==> src/rtl/display_scheduler.sv <==
`default_nettype none
// ============================================================================
//  Module      : display_scheduler
//  Description : Picks which candidate count drives a two-digit 7-segment
//                display. In SCAN it rotates automatically or steps on a
//                button. On a result request it snapshots all four counts,
//                finds the maximum one candidate per cycle (CALC), and holds
//                the winner on the display (RESULT) until "next" is pressed.
//  Ports       : clk, rst            - clock, synchronous active-high reset
//                cnt0..cnt3 [6:0]    - candidate vote counts
//                next_btn            - level, rising edge = step / leave result
//                auto_en             - level, 1 = auto-rotate in SCAN
//                result_req          - level, rising edge = compute winner
//                disp_n [6:0]        - value for the 2-digit decoder
//                disp_sel [1:0]      - candidate index being shown
//                led [3:0]           - one-hot of disp_sel
//                busy                - winner comparison in progress
//                result_valid        - winner result on display
//                tie                 - maximum shared by several candidates
//  Revision    : 1.0 - initial release
// ============================================================================
module display_scheduler #(
    parameter int DWELL = 50000000
) (
    input  logic       clk,
    input  logic       rst,
    input  logic [6:0] cnt0,
    input  logic [6:0] cnt1,
    input  logic [6:0] cnt2,
    input  logic [6:0] cnt3,
    input  logic       next_btn,
    input  logic       auto_en,
    input  logic       result_req,
    output logic [6:0] disp_n,
    output logic [1:0] disp_sel,
    output logic [3:0] led,
    output logic       busy,
    output logic       result_valid,
    output logic       tie
);

    localparam logic [1:0]  c_ST_SCAN   = 2'd0;
    localparam logic [1:0]  c_ST_CALC   = 2'd1;
    localparam logic [1:0]  c_ST_RESULT = 2'd2;
    // DWELL may be as large as 2^26, so its last count fits in 26 bits.
    localparam logic [25:0] c_DWELL_LAST = 26'(DWELL - 1);

    logic [1:0]  r_state;
    logic [25:0] r_dwell;
    logic        r_next_prev;
    logic        r_req_prev;
    logic [6:0]  r_snap [4];
    logic [6:0]  r_best;
    logic [1:0]  r_best_idx;
    logic        r_tie_acc;
    logic [1:0]  r_idx;

    logic        w_next_edge;
    logic        w_req_edge;
    logic [6:0]  w_cnt_sel;
    logic [1:0]  w_sel_inc;
    logic [6:0]  w_cand;
    logic        w_gt;
    logic        w_eq;
    logic [6:0]  w_best_nxt;
    logic [1:0]  w_bidx_nxt;
    logic        w_tie_nxt;

    function automatic logic [3:0] onehot(input logic [1:0] s);
        return 4'b0001 << s;
    endfunction

    assign w_next_edge = next_btn & ~r_next_prev;
    assign w_req_edge  = result_req & ~r_req_prev;
    assign w_sel_inc   = disp_sel + 2'd1;

    always_comb begin
        w_cnt_sel = cnt0;
        case (disp_sel)
            2'd0:    w_cnt_sel = cnt0;
            2'd1:    w_cnt_sel = cnt1;
            2'd2:    w_cnt_sel = cnt2;
            default: w_cnt_sel = cnt3;
        endcase
    end

    // One comparison step of the running maximum. The final step's result
    // is also what lands on the outputs when entering RESULT.
    always_comb begin
        w_cand     = r_snap[r_idx];
        w_gt       = (w_cand > r_best);
        w_eq       = (w_cand == r_best);
        w_best_nxt = w_gt ? w_cand : r_best;
        w_bidx_nxt = w_gt ? r_idx : r_best_idx;
        w_tie_nxt  = w_gt ? 1'b0 : (w_eq ? 1'b1 : r_tie_acc);
    end

    always_ff @(posedge clk) begin
        if (rst) begin
            r_state      <= c_ST_SCAN;
            r_dwell      <= '0;
            // Preset high so a level held through reset is not seen as an edge.
            r_next_prev  <= 1'b1;
            r_req_prev   <= 1'b1;
            r_snap[0]    <= '0;
            r_snap[1]    <= '0;
            r_snap[2]    <= '0;
            r_snap[3]    <= '0;
            r_best       <= '0;
            r_best_idx   <= '0;
            r_tie_acc    <= 1'b0;
            r_idx        <= '0;
            disp_n       <= '0;
            disp_sel     <= '0;
            led          <= 4'b0001;
            busy         <= 1'b0;
            result_valid <= 1'b0;
            tie          <= 1'b0;
        end else begin
            r_next_prev <= next_btn;
            r_req_prev  <= result_req;
            case (r_state)
                c_ST_SCAN: begin
                    disp_n <= w_cnt_sel;
                    if (w_req_edge) begin
                        r_snap[0]  <= cnt0;
                        r_snap[1]  <= cnt1;
                        r_snap[2]  <= cnt2;
                        r_snap[3]  <= cnt3;
                        r_best     <= cnt0;
                        r_best_idx <= 2'd0;
                        r_tie_acc  <= 1'b0;
                        r_idx      <= 2'd1;
                        r_dwell    <= '0;
                        busy       <= 1'b1;
                        r_state    <= c_ST_CALC;
                    end else if (w_next_edge) begin
                        // Also covers a coincident dwell expiry: one step only.
                        disp_sel <= w_sel_inc;
                        led      <= onehot(w_sel_inc);
                        r_dwell  <= '0;
                    end else if (auto_en) begin
                        if (r_dwell == c_DWELL_LAST) begin
                            r_dwell  <= '0;
                            disp_sel <= w_sel_inc;
                            led      <= onehot(w_sel_inc);
                        end else begin
                            r_dwell <= r_dwell + 26'd1;
                        end
                    end else begin
                        r_dwell <= '0;
                    end
                end
                c_ST_CALC: begin
                    r_best     <= w_best_nxt;
                    r_best_idx <= w_bidx_nxt;
                    r_tie_acc  <= w_tie_nxt;
                    r_idx      <= r_idx + 2'd1;
                    if (r_idx == 2'd3) begin
                        disp_n       <= w_best_nxt;
                        disp_sel     <= w_bidx_nxt;
                        led          <= onehot(w_bidx_nxt);
                        tie          <= w_tie_nxt;
                        result_valid <= 1'b1;
                        busy         <= 1'b0;
                        r_state      <= c_ST_RESULT;
                    end
                end
                c_ST_RESULT: begin
                    if (w_next_edge) begin
                        disp_sel     <= 2'd0;
                        led          <= 4'b0001;
                        r_dwell      <= '0;
                        result_valid <= 1'b0;
                        tie          <= 1'b0;
                        r_state      <= c_ST_SCAN;
                    end
                end
                default: begin
                    r_state <= c_ST_SCAN;
                end
            endcase
        end
    end

endmodule
`default_nettype wire

==> config.mk <==
export PLATFORM = sky130hd
export DESIGN_NAME = display_scheduler
export DESIGN_NICKNAME = d
export VERILOG_FILES = /design/src/rtl/display_scheduler.sv
export SDC_FILE = /design/constraint.sdc
export NUM_CORES = 1
export LEC_CHECK = 0
export CAP_MARGIN = 5
export CORE_ASPECT_RATIO = 1.75
export CORE_MARGIN = 8
export CORE_UTILIZATION = 40
export DETAILED_ROUTE_END_ITERATION = 6
export HOLD_SLACK_MARGIN = 0.15
export PLACE_DENSITY_LB_ADDON = 0.05
export RECOVER_POWER = 25
export SLEW_MARGIN = 15
export SYNTH_ARGS = -nofsm -noshare
export SYNTH_HDL_FRONTEND = slang
export SYNTH_SLANG_ARGS = --single-unit
==> constraint.sdc <==
create_clock -name clk -period 3.4 [get_ports clk]
set_input_delay 0.68 -clock clk [delete_from_list [all_inputs] [get_ports clk]]
set_output_delay 0.68 -clock clk [all_outputs]
set_load 0.02 [all_outputs]
==> summary.txt <==
CTS
  – Root buf cell: clkbuf_16
  – Sink Count: 88
  – Clk slew on worst S/H paths: roughly 0.06 ns
  – CTS tree: yes
  – H-tree levels: 3
  – Post-CTS setup buffers: 0
  – Max Root-Sink Buffers: 2
  – Clk Latency, worst-skew pair: 0.34 ns
  – CTS Hold Bufs: 0
  – Inserted Clock Buffers: 9
  – Post-CTS Resized: 0

Yosys
  – Seq cells post-synth: 88
  – Mapped Avg Cell Area: 9.41 um2
  – Syn_nets: 540
  – Unique masters post-synth: 66
  – Yosys top cell by area: dfxtp_1
  – Synth Flop Type: dfxtp_1
  – Sequential area share after synthesis: 0.442
  – Synth top area share: 0.260
  – Yosys warns: 0
  – Most instantiated cells after synthesis: dfxtp_1, nor2_1, nand2_1
  – EDFF count, synth: 28
  – Gate Count Post-Synth: 491
  – Top-count cell post-synth: dfxtp_1
  – Synth area leaders: dfxtp_1, edfxtp_1, ha_1
  – Post-synth ARST share: 0
  – Post-Syn Area: ~4600 um2

Worst setup path
  – Crit-path slowest cell: clkbuf_1
  – Largest fanout on the critical path: 32
  – Crit path max-delay family: buffers and inverters
  – Depth of the worst register-to-register path: 9
  – Critical path origin: rst
  – Crit-path cells: dlygate4sd3_1 > clkbuf_1 > nor2_1 > clkbuf_2 > and2_1
  – Critical Path RT: 3.49 ns
  – RR Endpoint: disp_n[3]
  – Setup crit start kind: input pin
  – WP data arrival: roughly 3.2 ns
  – Crit Path Class: in -> reg
  – Max incr delay on CP: ~1.2 ns
  – Buf+Inv Stages, Crit Path: 3
  – Reg2reg setup slack: 0.27 ns
  – CP endpoint kind: register

Die
  – Core area: ~11000 um2
  – DIE AREA: 15400 um2
  – DIE HEIGHT: 158 um
  – Initial core utilization: 0.406
  – Core Rows: 52
  – Die W: just under 100 um
  – Top Ports: 49

STA
  – RSZ-0062 raised after global routing: false
  – Actual slew at the worst max-slew pin: 1.63 ns
  – Max Transition Viols Final: 33
  – Endpoints failing setup: 0
  – Min Clock Period, post-route: roughly 3.1 ns
  – Final Cycle Share: 0.924
  – Worst Clk Skew: about 0.0071 ns
  – Final hold vios: 0
  – Fmax achieved: roughly 320 MHz
  – Setup tns final: 0 ns
  – Slew HR: -0.0863

Routing
  – Drt pass-1 iters: 5
  – Met3 WL: 599 um
  – Top sig layer: met4
  – Initial DRC count: 179
  – Vias per inst: 5.64
  – Met2 WL: 7420 um
  – Met1 WL: 4880 um
  – Routed via count: 3849
  – Per-cell routed wire length: 19.2 um
  – DRC violations left: 0
  – Final ANT Viol Nets: 0
  – Aggregate routed wire length: 13100 um

Run status
  – Status: finished, violations left
  – Failing checks: max-capacitance violations, max-slew violations

Global routing
  – Grt total ovfl: 0
  – First-pass GRT wire length: 21000 um
  – Via count of the first global-routing pass: 3867
  – GRT Total Usage: 0.174
  – Largest net degree at the start of global routing: 35
  – Initial antenna violation count: 0

Hold path
  – Worst hold stages: 2
  – Min-delay src: r_best[6]
  – Hold crit path type: reg -> reg
  – Hold path endpoint: r_best[6]

Cells and area
  – Final Non-Filler Cells: 682
  – Ant. Diodes: 0
  – Share of cells above drive strength 1: 0.112
  – Area grow syn2layout: 20.2%
  – # fillers: 1080
  – Nets: 591

Power and ir drop
  – Pwr/cell area: ~460 nW/um2
  – Leak: 0.00207 uW
  – Worst vdd ir: ~0.32 mV
  – Total Power: 2580 uW

Placed design
  – Post-DP HPWL: 9650 um
  – Final GP Congestion: 0.833
  – Dpl cells: 666
  – Port buffer count: 48

Flow run
  – Max-cap check violation count: 1
-- layout by cell type, fill, tap and decap left out, types with 4 or more instances in the layout --
master and n:
or4_1 4, and2_1 30, clkbuf_16 9, mux4_2 7, dfxtp_1 60, inv_1 18, nand3b_1 4, nor2_1 51
a211o_1 7, xnor2_1 6, nor3_1 9, and3_1 5, o21ai_0 28, nand2_1 41, a211oi_1 5, mux2i_1 9
a222oi_1 7, ha_1 16, nor2b_1 4, dlygate4sd3_1 14, or2_2 4, o221a_2 6, clkdlybuf4s50_1 34, buf_4 16
nand3_1 18, a21oi_1 35, edfxtp_1 28, xor2_1 9
-- per-layer routing --
metal  GRT usage  up-vias
li1            -     1889
met1       0.176     1865
met3      0.0341       14
met2       0.341       81
met4      0.0624        0
met5           0        -
-- final cells by class --
type	count	area, um2	share of cell area
sequential	88	2040	0.368
multi-input combinational	358	2380	0.430
inverter	19	71.3	0.0128
clock inverter	6	45.0	0.00812
tap	135	169	0.0304
timing repair buffer	66	609	0.110
clock buffer	10	229	0.0413
-- cell families (layout without fill, tap and decap cells) --
group,count (synthesis),in the layout,synth area share
DFF,88,88,0.442
buffers and inverters,45,101,0.0417
muxes,17,17,0.0561
and+or+nand+nor,196,196,0.219
adders and majority gates,16,16,0.0433
xor gates and xnor gates,15,15,0.0284
AOI/OAI and AO/OA,114,114,0.170
-- how the worst max path moves through the flow --
stage,endpoint,slack (ns),cells after the start
global route,r_snap[1][5],0.03,5
finish,r_snap[1][4],0.26,5
detailed placement,disp_n[1],0.26,9
floorplan,disp_n[0],0.18,10
CTS,disp_n[1],0.26,9
global placement,disp_n[1],0.37,9
-- flip-flops by register name, indices dropped and copies added (netlist names), named ones only --
register,flops
r_snap,28
r_dwell,26
disp_n,7
r_best,7
led,4
disp_sel,2
r_best_idx,2
r_idx,2
r_state,2
busy,1
r_next_prev,1
r_req_prev,1
r_tie_acc,1
result_valid,1
tie,1
-- power breakdown --
part | internal, uW | total [uW] | switching (uW)
clock | 498 | 921 | 423
sequential | 1140 | 1180 | 39.2
combinational | 213 | 483 | 270
-- stage by stage --
step | instance area, um2 | setup WS, ns | util | hold slack, ns
6_report | 5550 | 0.258 | 0.487 | 0.456
5_1_grt | 5550 | 0.0345 | 0.487 | 0.476
4_1_cts | 5560 | 0.265 | 0.488 | 0.458
3_5_place_dp | 5280 | 0.263 | 0.464 | 0.446
3_3_place_gp | 5280 | 0.370 | 0.464 | 0.445
2_1_floorplan | 4620 | 0.175 | - | 0.432
-- worst min-delay path, stage by stage, from the launching register on --
cell     delay [ns]
dfxtp_1        0.31
nand2_1        0.05
a21oi_1        0.05
No activity file was read; power rests on OpenSTA's default activity.
